==> src/rtl/multicycle_ctrl_fsm_pkg.sv <==
// Shared definitions for the multi-cycle MIPS controller: state encoding,
// opcode constants, ALUOp and mux select codes, and the raw control word
// produced by the per-state decoder.
package multicycle_ctrl_fsm_pkg;

  typedef enum logic [3:0] {
    S_FETCH    = 4'd0,
    S_DECODE   = 4'd1,
    S_MEMADR   = 4'd2,
    S_MEMREAD  = 4'd3,
    S_MEMWB    = 4'd4,
    S_MEMWRITE = 4'd5,
    S_RTYPE    = 4'd6,
    S_ALUWB    = 4'd7,
    S_BRANCH   = 4'd8,
    S_ADDIEX   = 4'd9,
    S_ADDIWB   = 4'd10,
    S_JUMP     = 4'd11
  } state_e;

  localparam logic [5:0] OP_RTYPE = 6'b000000;
  localparam logic [5:0] OP_LW    = 6'b100011;
  localparam logic [5:0] OP_SW    = 6'b101011;
  localparam logic [5:0] OP_BEQ   = 6'b000100;
  localparam logic [5:0] OP_ADDI  = 6'b001000;
  localparam logic [5:0] OP_J     = 6'b000010;

  localparam logic [1:0] ALUOP_ADD   = 2'b00;
  localparam logic [1:0] ALUOP_SUB   = 2'b01;
  localparam logic [1:0] ALUOP_FUNCT = 2'b10;

  localparam logic [1:0] SRCB_RT     = 2'b00;
  localparam logic [1:0] SRCB_FOUR   = 2'b01;
  localparam logic [1:0] SRCB_IMM    = 2'b10;
  localparam logic [1:0] SRCB_IMMSH2 = 2'b11;

  localparam logic [1:0] PCSRC_ALURES = 2'b00;
  localparam logic [1:0] PCSRC_ALUOUT = 2'b01;
  localparam logic [1:0] PCSRC_JUMP   = 2'b10;

  // Raw per-state control word; enables here are not yet qualified by
  // MemReady, Zero or reset.
  typedef struct packed {
    logic       mem_req;
    logic       mem_write;
    logic       iord;
    logic       ir_write;
    logic       pc_write;
    logic       branch;
    logic [1:0] pcsrc;
    logic       alusrca;
    logic [1:0] alusrcb;
    logic [1:0] aluop;
    logic       reg_write;
    logic       regdst;
    logic       memtoreg;
  } ctrl_word_t;

  function automatic logic is_mem_state(input state_e s);
    return (s == S_FETCH) || (s == S_MEMREAD) || (s == S_MEMWRITE);
  endfunction

endpackage

==> src/rtl/multicycle_ctrl_fsm_ctrl_word_decode.sv <==
// Pure combinational decode of the controller state into its control word.
// Ports:
//   state_i  current FSM state
//   cw_o     raw control word (enables not gated by MemReady/Zero/reset)
module ctrl_word_decode
  import multicycle_ctrl_fsm_pkg::*;
(
  input  state_e     state_i,
  output ctrl_word_t cw_o
);

  always_comb begin
    cw_o = '0;
    case (state_i)
      S_FETCH: begin
        cw_o.mem_req  = 1'b1;
        cw_o.iord     = 1'b0;
        cw_o.ir_write = 1'b1;
        cw_o.pc_write = 1'b1;
        cw_o.alusrca  = 1'b0;
        cw_o.alusrcb  = SRCB_FOUR;
        cw_o.aluop    = ALUOP_ADD;
        cw_o.pcsrc    = PCSRC_ALURES;
      end
      S_DECODE: begin
        cw_o.alusrca = 1'b0;
        cw_o.alusrcb = SRCB_IMMSH2;
        cw_o.aluop   = ALUOP_ADD;
      end
      S_MEMADR: begin
        cw_o.alusrca = 1'b1;
        cw_o.alusrcb = SRCB_IMM;
        cw_o.aluop   = ALUOP_ADD;
      end
      S_MEMREAD: begin
        cw_o.mem_req = 1'b1;
        cw_o.iord    = 1'b1;
      end
      S_MEMWB: begin
        cw_o.reg_write = 1'b1;
        cw_o.regdst    = 1'b0;
        cw_o.memtoreg  = 1'b1;
      end
      S_MEMWRITE: begin
        cw_o.mem_req   = 1'b1;
        cw_o.mem_write = 1'b1;
        cw_o.iord      = 1'b1;
      end
      S_RTYPE: begin
        cw_o.alusrca = 1'b1;
        cw_o.alusrcb = SRCB_RT;
        cw_o.aluop   = ALUOP_FUNCT;
      end
      S_ALUWB: begin
        cw_o.reg_write = 1'b1;
        cw_o.regdst    = 1'b1;
        cw_o.memtoreg  = 1'b0;
      end
      S_BRANCH: begin
        cw_o.alusrca = 1'b1;
        cw_o.alusrcb = SRCB_RT;
        cw_o.aluop   = ALUOP_SUB;
        cw_o.pcsrc   = PCSRC_ALUOUT;
        cw_o.branch  = 1'b1;
      end
      S_ADDIEX: begin
        cw_o.alusrca = 1'b1;
        cw_o.alusrcb = SRCB_IMM;
        cw_o.aluop   = ALUOP_ADD;
      end
      S_ADDIWB: begin
        cw_o.reg_write = 1'b1;
        cw_o.regdst    = 1'b0;
        cw_o.memtoreg  = 1'b0;
      end
      S_JUMP: begin
        cw_o.pcsrc    = PCSRC_JUMP;
        cw_o.pc_write = 1'b1;
      end
      default: cw_o = '0;
    endcase
  end

endmodule

==> src/rtl/multicycle_ctrl_fsm.sv <==
// Main controller for the multi-cycle MIPS core. Moore FSM stepping each
// instruction through fetch/decode/execute/memory/writeback, with a
// req/ready memory handshake and an optional wait timeout.
// Ports:
//   clk, rst_n     clock, asynchronous active-low reset
//   Opcode         IR[31:26]; Zero ALU zero flag; MemReady memory done
//   MemReq/MemWrite/IorD              memory request controls
//   IRWrite/PCEn/PCSrc                IR and PC update
//   ALUSrcA/ALUSrcB/ALUOp             ALU operand and operation select
//   RegWrite/RegDst/MemtoReg          register file write controls
//   IllegalOp/MemTimeout              one-cycle event pulses
//   State                             current state for trace
module multicycle_ctrl_fsm
  import multicycle_ctrl_fsm_pkg::*;
#(
  parameter int unsigned WAIT_LIMIT = 15
) (
  input  logic       clk,
  input  logic       rst_n,
  input  logic [5:0] Opcode,
  input  logic       Zero,
  input  logic       MemReady,
  output logic       MemReq,
  output logic       MemWrite,
  output logic       IorD,
  output logic       IRWrite,
  output logic       PCEn,
  output logic [1:0] PCSrc,
  output logic       ALUSrcA,
  output logic [1:0] ALUSrcB,
  output logic [1:0] ALUOp,
  output logic       RegWrite,
  output logic       RegDst,
  output logic       MemtoReg,
  output logic       IllegalOp,
  output logic       MemTimeout,
  output logic [3:0] State
);

  localparam int unsigned WCW = ($clog2(WAIT_LIMIT + 1) < 1) ? 1 : $clog2(WAIT_LIMIT + 1);
  localparam logic [WCW-1:0] WAIT_LAST = WCW'(WAIT_LIMIT - 1);

  state_e         state_q, state_d;
  logic [WCW-1:0] wait_q, wait_d;
  ctrl_word_t     cw;
  logic           mem_state;
  logic           timeout;
  logic           illegal;
  logic           ready_ok;

  ctrl_word_decode u_decode (
    .state_i (state_q),
    .cw_o    (cw)
  );

  assign mem_state = is_mem_state(state_q);

  // The limit is hit on the cycle the count would reach WAIT_LIMIT; a
  // MemReady on that same cycle completes the access instead.
  assign timeout = (WAIT_LIMIT != 0) && mem_state && !MemReady && (wait_q == WAIT_LAST);

  always_comb begin
    state_d = state_q;
    illegal = 1'b0;
    case (state_q)
      S_FETCH:    if (MemReady) state_d = S_DECODE;
      S_DECODE: begin
        case (Opcode)
          OP_LW, OP_SW: state_d = S_MEMADR;
          OP_RTYPE:     state_d = S_RTYPE;
          OP_BEQ:       state_d = S_BRANCH;
          OP_ADDI:      state_d = S_ADDIEX;
          OP_J:         state_d = S_JUMP;
          default: begin
            illegal = 1'b1;
            state_d = S_FETCH;
          end
        endcase
      end
      S_MEMADR:   state_d = (Opcode == OP_SW) ? S_MEMWRITE : S_MEMREAD;
      S_MEMREAD:  if (MemReady) state_d = S_MEMWB;
      S_MEMWB:    state_d = S_FETCH;
      S_MEMWRITE: if (MemReady) state_d = S_FETCH;
      S_RTYPE:    state_d = S_ALUWB;
      S_ALUWB:    state_d = S_FETCH;
      S_BRANCH:   state_d = S_FETCH;
      S_ADDIEX:   state_d = S_ADDIWB;
      S_ADDIWB:   state_d = S_FETCH;
      S_JUMP:     state_d = S_FETCH;
      default:    state_d = S_FETCH;
    endcase
    if (timeout) state_d = S_FETCH;
  end

  // Counting only happens while a memory state is stalled, so any exit
  // (ready, timeout or leaving the state) restarts the count at zero.
  always_comb begin
    wait_d = '0;
    if ((WAIT_LIMIT != 0) && mem_state && !MemReady && !timeout) wait_d = wait_q + 1'b1;
  end

  always_ff @(posedge clk or negedge rst_n) begin
    if (!rst_n) begin
      state_q <= S_FETCH;
      wait_q  <= '0;
    end else begin
      state_q <= state_d;
      wait_q  <= wait_d;
    end
  end

  // Enables raised in a memory state only fire on the completing cycle.
  assign ready_ok = !cw.mem_req || MemReady;

  always_comb begin
    MemReq     = rst_n & cw.mem_req & ~timeout;
    MemWrite   = rst_n & cw.mem_write & ~timeout;
    IRWrite    = rst_n & cw.ir_write & ready_ok;
    PCEn       = rst_n & ((cw.pc_write & ready_ok) | (cw.branch & Zero));
    RegWrite   = rst_n & cw.reg_write & ready_ok;
    IllegalOp  = rst_n & illegal;
    MemTimeout = rst_n & timeout;
    IorD       = cw.iord;
    PCSrc      = cw.pcsrc;
    ALUSrcA    = cw.alusrca;
    ALUSrcB    = cw.alusrcb;
    ALUOp      = cw.aluop;
    RegDst     = cw.regdst;
    MemtoReg   = cw.memtoreg;
  end

  assign State = state_q;

endmodule

==> config.mk <==
export PLATFORM = sky130hd
export DESIGN_NAME = multicycle_ctrl_fsm
export DESIGN_NICKNAME = d
export VERILOG_FILES = /design/src/rtl/multicycle_ctrl_fsm_pkg.sv /design/src/rtl/multicycle_ctrl_fsm_ctrl_word_decode.sv /design/src/rtl/multicycle_ctrl_fsm.sv
export SDC_FILE = /design/constraint.sdc
export NUM_CORES = 1
export LEC_CHECK = 0
export ABC_AREA = 1
export CORE_MARGIN = 3
export CORE_UTILIZATION = 46
export DETAILED_ROUTE_END_ITERATION = 12
export HOLD_SLACK_MARGIN = 0.15
export PLACE_DENSITY = 0.84
export RECOVER_POWER = 100
export SLEW_MARGIN = 20
export SYNTH_ARGS = -nofsm -noshare
export SYNTH_HDL_FRONTEND = slang
export SYNTH_SLANG_ARGS = --single-unit
==> constraint.sdc <==
create_clock -name clk -period 2.1 [get_ports clk]
set_input_delay 0.525 -clock clk [delete_from_list [all_inputs] [get_ports clk]]
set_output_delay 0.525 -clock clk [all_outputs]
set_load 0.05 [all_outputs]
==> results.py, run 1 <==
metrics = {
    "run_status": {
        "outcome": "did not finish",
        "stop_stage": "clock tree synthesis",
        "firstError": "[ERROR DPL-0038] Utilization greater than 100%, impossible to legalize",
    },
    "clock_tree": {
        "cts_buffers": 3,
        "max-clock-path-buffers": 2,
        "post-cts-setup-buffers": 16,
        "cts_hold_buf": 0,
        "h_tree_levels": 1,
        "cts_resized": 24,
        "cts_root_buffer": "sky130_fd_sc_hd__clkbuf_4",
        "cts.sinks": 8,
    },
    "synth": {
        "netlist-cell-type-count": 26,
        "post-synth-top-area-fraction_pct": 25.08,
        "postSynth.topFlopCell": "sky130_fd_sc_hd__dfrtp_1",
        "synth.yosys.seq_area_share_pct": 25.08,
        "synth.top_cells.by_area": "sky130_fd_sc_hd__dfrtp_1 25%, sky130_fd_sc_hd__nand2_1 11%, sky130_fd_sc_hd__nor2_1 9.4%, sky130_fd_sc_hd__nand3_1 8.8%, sky130_fd_sc_hd__inv_1 8.0%",
        "synth_area_leader_cell": "sky130_fd_sc_hd__dfrtp_1",
        "asyncSetResetFlopFracSynth_pct": 100.0,
        "postSynthRegisterBits": 8,
        "synth.yosys.warnings": 0,
        "postSynthAreaPerCell_um2": 6.490,
        "synthesis.area_um2": 798.3,
        "synth_fp_nets": 135,
        "syn-instance-count": 123,
        "number_of_synthesized_flops_with_an_enable_pin": 0,
    },
    "place": {
        "gpl.final_weighted_congestion": 0.8698,
        "place_ws_ps": -166.8,
        "place.port_buffers": 30,
        "dpl.hpwl_um": 1928,
    },
    "floorplanning": {
        "starting_density_pct": 50.63,
        "placementRows": 14,
        "vertical_die_dimension_um": 47.66,
        "die_w_um": 47.66,
        "number_of_top_level_design_ports": 31,
    },
}
cells in the mapped netlist, types with 2 or more instances:
cell	count
sky130_fd_sc_hd__nand3_1	14
sky130_fd_sc_hd__inv_1	17
sky130_fd_sc_hd__ha_1	2
sky130_fd_sc_hd__o21ai_0	4
sky130_fd_sc_hd__nand2_4	2
sky130_fd_sc_hd__nand2_1	23
sky130_fd_sc_hd__a21oi_1	4
sky130_fd_sc_hd__dfrtp_1	8
sky130_fd_sc_hd__inv_2	4
sky130_fd_sc_hd__nor3_1	3
sky130_fd_sc_hd__nor2_1	20
sky130_fd_sc_hd__nor2_4	2
sky130_fd_sc_hd__nor2_2	2
sky130_fd_sc_hd__nand2_2	6
stage by stage:
step / cells / hold slack (ps) / util (%) / area [um2]
floorplan: 123 / 229.4 / - / 864.6
global placement: 177 / 463.0 / 89.05 / 1404
detailed placement: 177 / 483.3 / 89.05 / 1404
logic make-up after synthesis:
logic type               Yosys count  share of synthesized area (%)
AND/OR/NAND/NOR                   79                          51.41
buffers and inverters             23                          12.38
AO/OA/AOI/OAI                      9                          5.800
flip-flops                         8                          25.08
XOR/XNOR                           2                          2.195
adder cells (fa/ha/maj)            2                          3.134
==> run 2: changes to the inputs <==
Settings changed: CORE_AREA set to 3 3 64 66, CORE_MARGIN 3 to unset, CORE_UTILIZATION 46 to unset, DIE_AREA set to 0 0 67 69, HOLD_SLACK_MARGIN 0.15 to unset, PLACE_DENSITY 0.84 to unset, PLACE_DENSITY_LB_ADDON set to 0.15.
==> run 2 against run 1 <==
  * Synthesized area is the same
  * Synthesized cell count unchanged
  * The run now ends clean
==> results.py, run 2 <==
metrics = {
    "timing": {
        "fin_ws_ps": 13.33,
        "rsz0062_at_grt": "yes",
        "timing_hold_violations_final": 0,
        "fmax_ghz": 0.4792,
        "post-route-period-util_pct": 99.37,
        "setup_viol": 0,
        "tightestPinTransition_ps": 255.7,
        "max_slew_margin_pct": 82.95,
        "final_period_minus_worst_setup_slack_ps": 2087,
        "final-max-slew-violation-count": 0,
        "finClkSkew_ps": 3.575,
    },
    "worst_setup_path": {
        "cp_max_fo": 7,
        "slowest_stage": "sky130_fd_sc_hd__dfrtp_2",
        "cpPeakStageDelay_ps": 470,
        "critical_path.endpoint_type": "primary output",
        "worstPathBufferInverterCount": 2,
        "crit_required_ps": 1570,
        "critPathKind": "flip-flop to primary output",
        "crit_chain": "nor2_4, nand2_2, nand3_4, nand3b_4, nand3_1, inv_1, buf_12",
        "critPathArrivalTime_ps": 1560,
        "timing.critical_path.max_delay_family": "simple AND/OR/NAND/NOR gates",
        "worst_setup_path_start_kind": "flip-flop",
    },
    "pwr": {
        "clock_power_share_pct": 9.5,
        "cellLeakagePower_uw": 0.0008163,
        "internal-power_uw": 1000,
        "power.combinational.fraction_pct": 76.4,
        "power.switching_uw": 966.8,
        "p_total_uw": 1967,
        "power.density_mw_per_mm2": 1163,
        "part_of_the_total_power_dissipated_in_sequential_elements_pct": 14.1,
        "peakVddDrop_v": 0.0005678,
        "switching_part_of_the_total_power_pct": 49.15,
    },
    "synth": {
        "synth_area_leader_cell": "sky130_fd_sc_hd__dfrtp_1",
        "postSynth.topFlopCell": "sky130_fd_sc_hd__dfrtp_1",
        "asyncSetResetFlopFracSynth_pct": 100.0,
        "syn-instance-count": 123,
        "synth.yosys.seq_area_share_pct": 25.08,
        "netlist_top_cells_count": "23 x sky130_fd_sc_hd__nand2_1, 20 x sky130_fd_sc_hd__nor2_1, 17 x sky130_fd_sc_hd__inv_1",
        "number_of_synthesized_flops_with_an_enable_pin": 0,
        "postSynthRegisterBits": 8,
        "synth.top_cells.by_area": "sky130_fd_sc_hd__dfrtp_1 25%, sky130_fd_sc_hd__nand2_1 11%, sky130_fd_sc_hd__nor2_1 9.4%, sky130_fd_sc_hd__nand3_1 8.8%, sky130_fd_sc_hd__inv_1 8.0%",
        "yosys.cell_count.top_type": "sky130_fd_sc_hd__nand2_1",
        "synth_fp_nets": 135,
        "netlist-cell-type-count": 26,
        "synth.yosys.warnings": 0,
        "synthesis.area_um2": 798.3,
        "post-synth-top-area-fraction_pct": 25.08,
        "postSynthAreaPerCell_um2": 6.490,
    },
    "floorplanning": {
        "starting_density_pct": 21.97,
        "number_of_top_level_design_ports": 31,
        "die_w_um": 67,
        "vertical_die_dimension_um": 69,
        "placementRows": 22,
        "area_of_the_core_region_mm2": 0.003633,
        "die_area_mm2": 0.004623,
    },
    "finish": {
        "drive_gt1_share_pct": 50.28,
        "layout_common_cells": "23 x sky130_fd_sc_hd__buf_4, 21 x sky130_fd_sc_hd__nand2_1, 18 x sky130_fd_sc_hd__buf_12",
        "seq_area_um2": 205.2,
        "num-fill-cells": 371,
        "final_net_count": 194,
        "total_area_of_multi_input_combinational_cells_um2": 626.9,
        "final_core_utilization_pct": 46.56,
        "diodes_inserted": 0,
        "syn2layout_area_growth_pct": 111.9,
        "final_common_cell": "sky130_fd_sc_hd__buf_4",
        "final_cell_count_no_fill": 229,
    },
    "global_route": {
        "aggregate_global_route_resource_usage_pct": 10.69,
        "first_global_vias": 968,
        "grt_overflow": 0,
        "antenna_found_initial": 0,
        "grt_max_degree": 9,
        "grt_pass1_wl_um": 4008,
    },
    "clock_tree": {
        "h_tree_levels": 1,
        "worstSkewPairLatency_ps": 220,
        "cts_tree": "yes",
        "cts_root_buffer": "sky130_fd_sc_hd__clkbuf_8",
        "cts_hold_buf": 0,
        "cts.reportedPaths.clkPinSlew_ps": 40,
        "cts.sinks": 8,
        "max-clock-path-buffers": 2,
        "cts_buffers": 3,
    },
    "route": {
        "drt_wl_total_um": 2398,
        "drt_pre_antenna_iters": 4,
        "drt_iter0_markers": 26,
        "via_count": 969,
        "average_wire_per_standard_cell_um": 10.47,
        "antenna_violating_nets_post_route": 0,
        "drc": 0,
        "viasPerCell": 4.231,
    },
    "flow_run": {
        "drv.max_cap_violation_count": 0,
    },
    "place": {
        "gpl.final_weighted_congestion": 0.8246,
        "place_inst": 214,
        "place.port_buffers": 30,
        "dpl.hpwl_um": 2083,
        "place_ws_ps": -151.0,
    },
    "run_status": {
        "outcome": "finished clean",
    },
    "hold_path": {
        "worst_hold_check_path_type": "primary input to async pin",
    },
}
run 2: cell counts after synthesis:
Identical to the previous run, type by type.
run 2: routing by layer:
| metal | routed length (um) | share of wire [%] | track usage (%) |
|---|---|---|---|
| met1 | 984 | 41 | 12.25 |
| met4 | 15 | 0.63 | 1.802 |
| met2 | 1259 | 53 | 19.43 |
| met3 | 138 | 5.8 | 2.932 |
| met5 | 0 | 0 | 0 |
run 2: metrics by stage:
stage	TNS [ps]	cell area, um2	hold slack (ps)
after global placement	-175.6	1479	466.9
after floorplan	-202.9	864.6	229.4
after CTS	-6.273	1603	434.9
final	0	1692	455.4
after detailed placement	-217.6	1479	483.1
after global routing	-259.2	1692	485.6
run 2: final cells by class:
cell class	count	share of cell area, %
timing repair buffer	55	38.76
multi-input combinational	92	37.06
sequential	8	12.13
inverter	22	5.843
tap	48	3.550
clock buffer	4	2.663
run 2: power by group through the flow:
| stage | Sequential, uW | Clock (uW) | Combinational (uW) |
|---|---|---|---|
| after floorplan | 327 | 0 | 734 |
| after CTS | 272 | 192 | 1430 |
| final | 278 | 186 | 1500 |
| after detailed placement | 287 | 0 | 1300 |
| after global routing | 284 | 206 | 1600 |
| after global placement | 286 | 0 | 1300 |
run 2: kinds of logic (layout without fill, tap and decap cells):
kind of cell	Yosys count	in the layout	synth area share (%)
AND/OR/NAND/NOR	79	79	51.41
buffers and inverters	23	81	12.38
AO/OA/AOI/OAI	9	9	5.800
flip-flops	8	8	25.08
adder cells (fa/ha/maj)	2	2	3.134
XOR/XNOR	2	2	2.195
run 2: path summary, 6_finish.rpt:
check,start,cells after the start,slack (ps),endpoint
worst min-delay path,rst_n,2,460,wait_q[1]
worst max register to register,State[3],9,680,State[0]
worst max-delay path,State[3],7,10,MemReq
min in group clk,wait_q[0],1,480,wait_q[0]
max in group asynchronous,rst_n,3,1280,State[2]
worst min register to register,wait_q[0],1,480,wait_q[0]
run 2: timing repair:
| action | 4_1_cts | 5_1_grt |
|---|---|---|
| endpoints found under the setup margin | 8 | 8 |
| hold endpoints to repair | 0 | 0 |
| resized for setup | 15 | 15 |
| setup buffers | 6 | 5 |
| pin swaps | 7 | 8 |
No activity file was read; power rests on OpenSTA's default activity.
==> run 3: changes to the inputs <==
Settings changed: DONT_BUFFER_PORTS set to 1.
Clock period 2.1 ns to 2.55 ns, I/O delays scaled along.
==> run 3 against run 2 <==
  * Clock-buffer cell count decreased by 1
  * Setup slack improved by 150 ps
  * Critical path depth decreased by 4
  * Combinational power decreased by 46%
  * Sequential cell count unchanged
  * Design area decreased by 36%
  * Highest routed layer unchanged
==> results.py, run 3 (same netlist as run 2, synthesis figures left out) <==
metrics = {
    "run_status": {
        "outcome": "finished clean",
    },
    "global_route": {
        "grt_pass1_wl_um": 3429,
        "grt_max_degree": 14,
        "first_global_vias": 775,
        "antenna_found_initial": 0,
        "grt_overflow": 0,
        "aggregate_global_route_resource_usage_pct": 9.490,
    },
    "worst_setup_path": {
        "worst_setup_path_start_kind": "flip-flop",
        "worst-r2r-cell-count": 7,
        "ff2ff_setup_slack_ps": 970,
        "crit_required_ps": 1910,
        "timing.rr.end": "State[2]",
        "cp_max_fo": 8,
        "crit_chain": "clkbuf_1, nor2_1, clkbuf_2",
        "slowest_stage": "sky130_fd_sc_hd__dfrtp_1",
        "critPathKind": "flip-flop to primary output",
        "critPathArrivalTime_ps": 1750,
        "critical_path.endpoint_type": "primary output",
        "cpPeakStageDelay_ps": 610,
        "worst_r2r_startpoint": "State[1]",
    },
    "floorplanning": {
        "die_area_mm2": 0.004623,
        "number_of_top_level_design_ports": 31,
        "placementRows": 22,
        "area_of_the_core_region_mm2": 0.003633,
        "starting_density_pct": 21.97,
        "vertical_die_dimension_um": 69,
        "die_w_um": 67,
    },
    "timing": {
        "final_period_minus_worst_setup_slack_ps": 2391,
        "max_slew_margin_pct": 58.24,
        "setup_viol": 0,
        "rsz0062_at_grt": "no",
        "final-max-slew-violation-count": 0,
        "timing_hold_violations_final": 0,
        "fin_ws_ps": 159.2,
        "tightestPinTransition_ps": 626.5,
        "fmax_ghz": 0.4183,
        "finClkSkew_ps": 0.7950,
        "post-route-period-util_pct": 93.76,
    },
    "clock_tree": {
        "worstSkewPairLatency_ps": 230,
        "cts_buffers": 3,
        "cts.sinks": 8,
        "cts.reportedPaths.clkPinSlew_ps": 40,
        "post-cts-setup-buffers": 0,
        "h_tree_levels": 1,
        "cts_hold_buf": 0,
        "cts_root_buffer": "sky130_fd_sc_hd__clkbuf_8",
        "max-clock-path-buffers": 2,
        "cts_tree": "yes",
        "cts_resized": 0,
    },
    "route": {
        "drt_wl_total_um": 2093,
        "drt_iter0_markers": 32,
        "drc": 0,
        "antenna_violating_nets_post_route": 0,
        "via_count": 810,
        "average_wire_per_standard_cell_um": 10.79,
        "drt_pre_antenna_iters": 4,
        "viasPerCell": 4.175,
    },
    "place": {
        "gpl.final_weighted_congestion": 0.7974,
        "place_inst": 191,
        "place.port_buffers": 0,
        "dpl.hpwl_um": 1818,
        "place_ws_ps": 454.9,
    },
    "flow_run": {
        "drv.max_cap_violation_count": 0,
    },
    "finish": {
        "layout_common_cells": "24 x sky130_fd_sc_hd__nand2_1, 20 x sky130_fd_sc_hd__nor2_1, 18 x sky130_fd_sc_hd__inv_1",
        "diodes_inserted": 0,
        "final_common_cell": "sky130_fd_sc_hd__nand2_1",
        "final_cell_count_no_fill": 194,
        "final_net_count": 160,
        "syn2layout_area_growth_pct": 34.64,
        "final_core_utilization_pct": 29.58,
        "drive_gt1_share_pct": 25.34,
    },
    "pwr": {
        "p_total_uw": 1173,
        "peakVddDrop_v": 0.0002388,
        "power.density_mw_per_mm2": 1091,
        "cellLeakagePower_uw": 0.0005796,
    },
    "hold_path": {
        "worst_hold_check_path_type": "primary input to async pin",
    },
}
[run 3: cell count changes in the layout (fill, tap and decap cells not counted), moves of 5 or more]
cell	previous run	this run
sky130_fd_sc_hd__buf_4	23	4
sky130_fd_sc_hd__buf_12	18	4
sky130_fd_sc_hd__dlygate4sd2_1	7	0
sky130_fd_sc_hd__clkbuf_2	0	5
[run 3: worst max-delay path by stage]
stage,startpoint,endpoint,slack (ps),cells after the start
after floorplan,State[3],PCEn,-150,4
after global placement,State[1],PCEn,450,7
after detailed placement,State[1],PCEn,450,7
after CTS,State[1],PCEn,210,7
after global routing,State[1],MemReq,50,8
final,State[1],ALUSrcB[0],160,3
[run 3: where the power goes]
part | total [uW] | switching [uW] | internal, uW
sequential | 215 | 56.2 | 158
clock | 149 | 46.6 | 102
combinational | 809 | 568 | 241
[run 3: critical path: cells and delay by family (launching register included)]
kind	cells	cell delay (ps)
flip-flops	1	610
AND/OR/NAND/NOR	1	110
buffers and inverters	2	800
[run 3: cell type report]
type                    count  area [um2]
clock buffers               3       41.29
fillers                   435        2559
inverters                  22       87.58
multi-input cells          92       511.7
flip-flops and latches      8       200.2
well taps                  48       60.06
repair buffers             21       173.9
[run 3: metal layers]
metal | routed length [um] | vias to the layer above | track usage [%]
met3 | 179 | 5 | 2.769
met5 | 0 | - | 0
met2 | 922 | 22 | 14.19
met1 | 956 | 348 | 12.48
met4 | 35 | 0 | 4.054
li1 | - | 435 | -
[run 3: through the flow]
step / hold WS [ps] / cell area (um2) / TNS (ps)
2_1_floorplan: 341.9 / 820.8 / -276.1
3_3_place_gp: 342.6 / 1102 / 0
3_5_place_dp: 342.5 / 1102 / 0
4_1_cts: 99.41 / 1144 / 0
5_1_grt: 96.27 / 1075 / 0
6_report: 105.5 / 1075 / 0
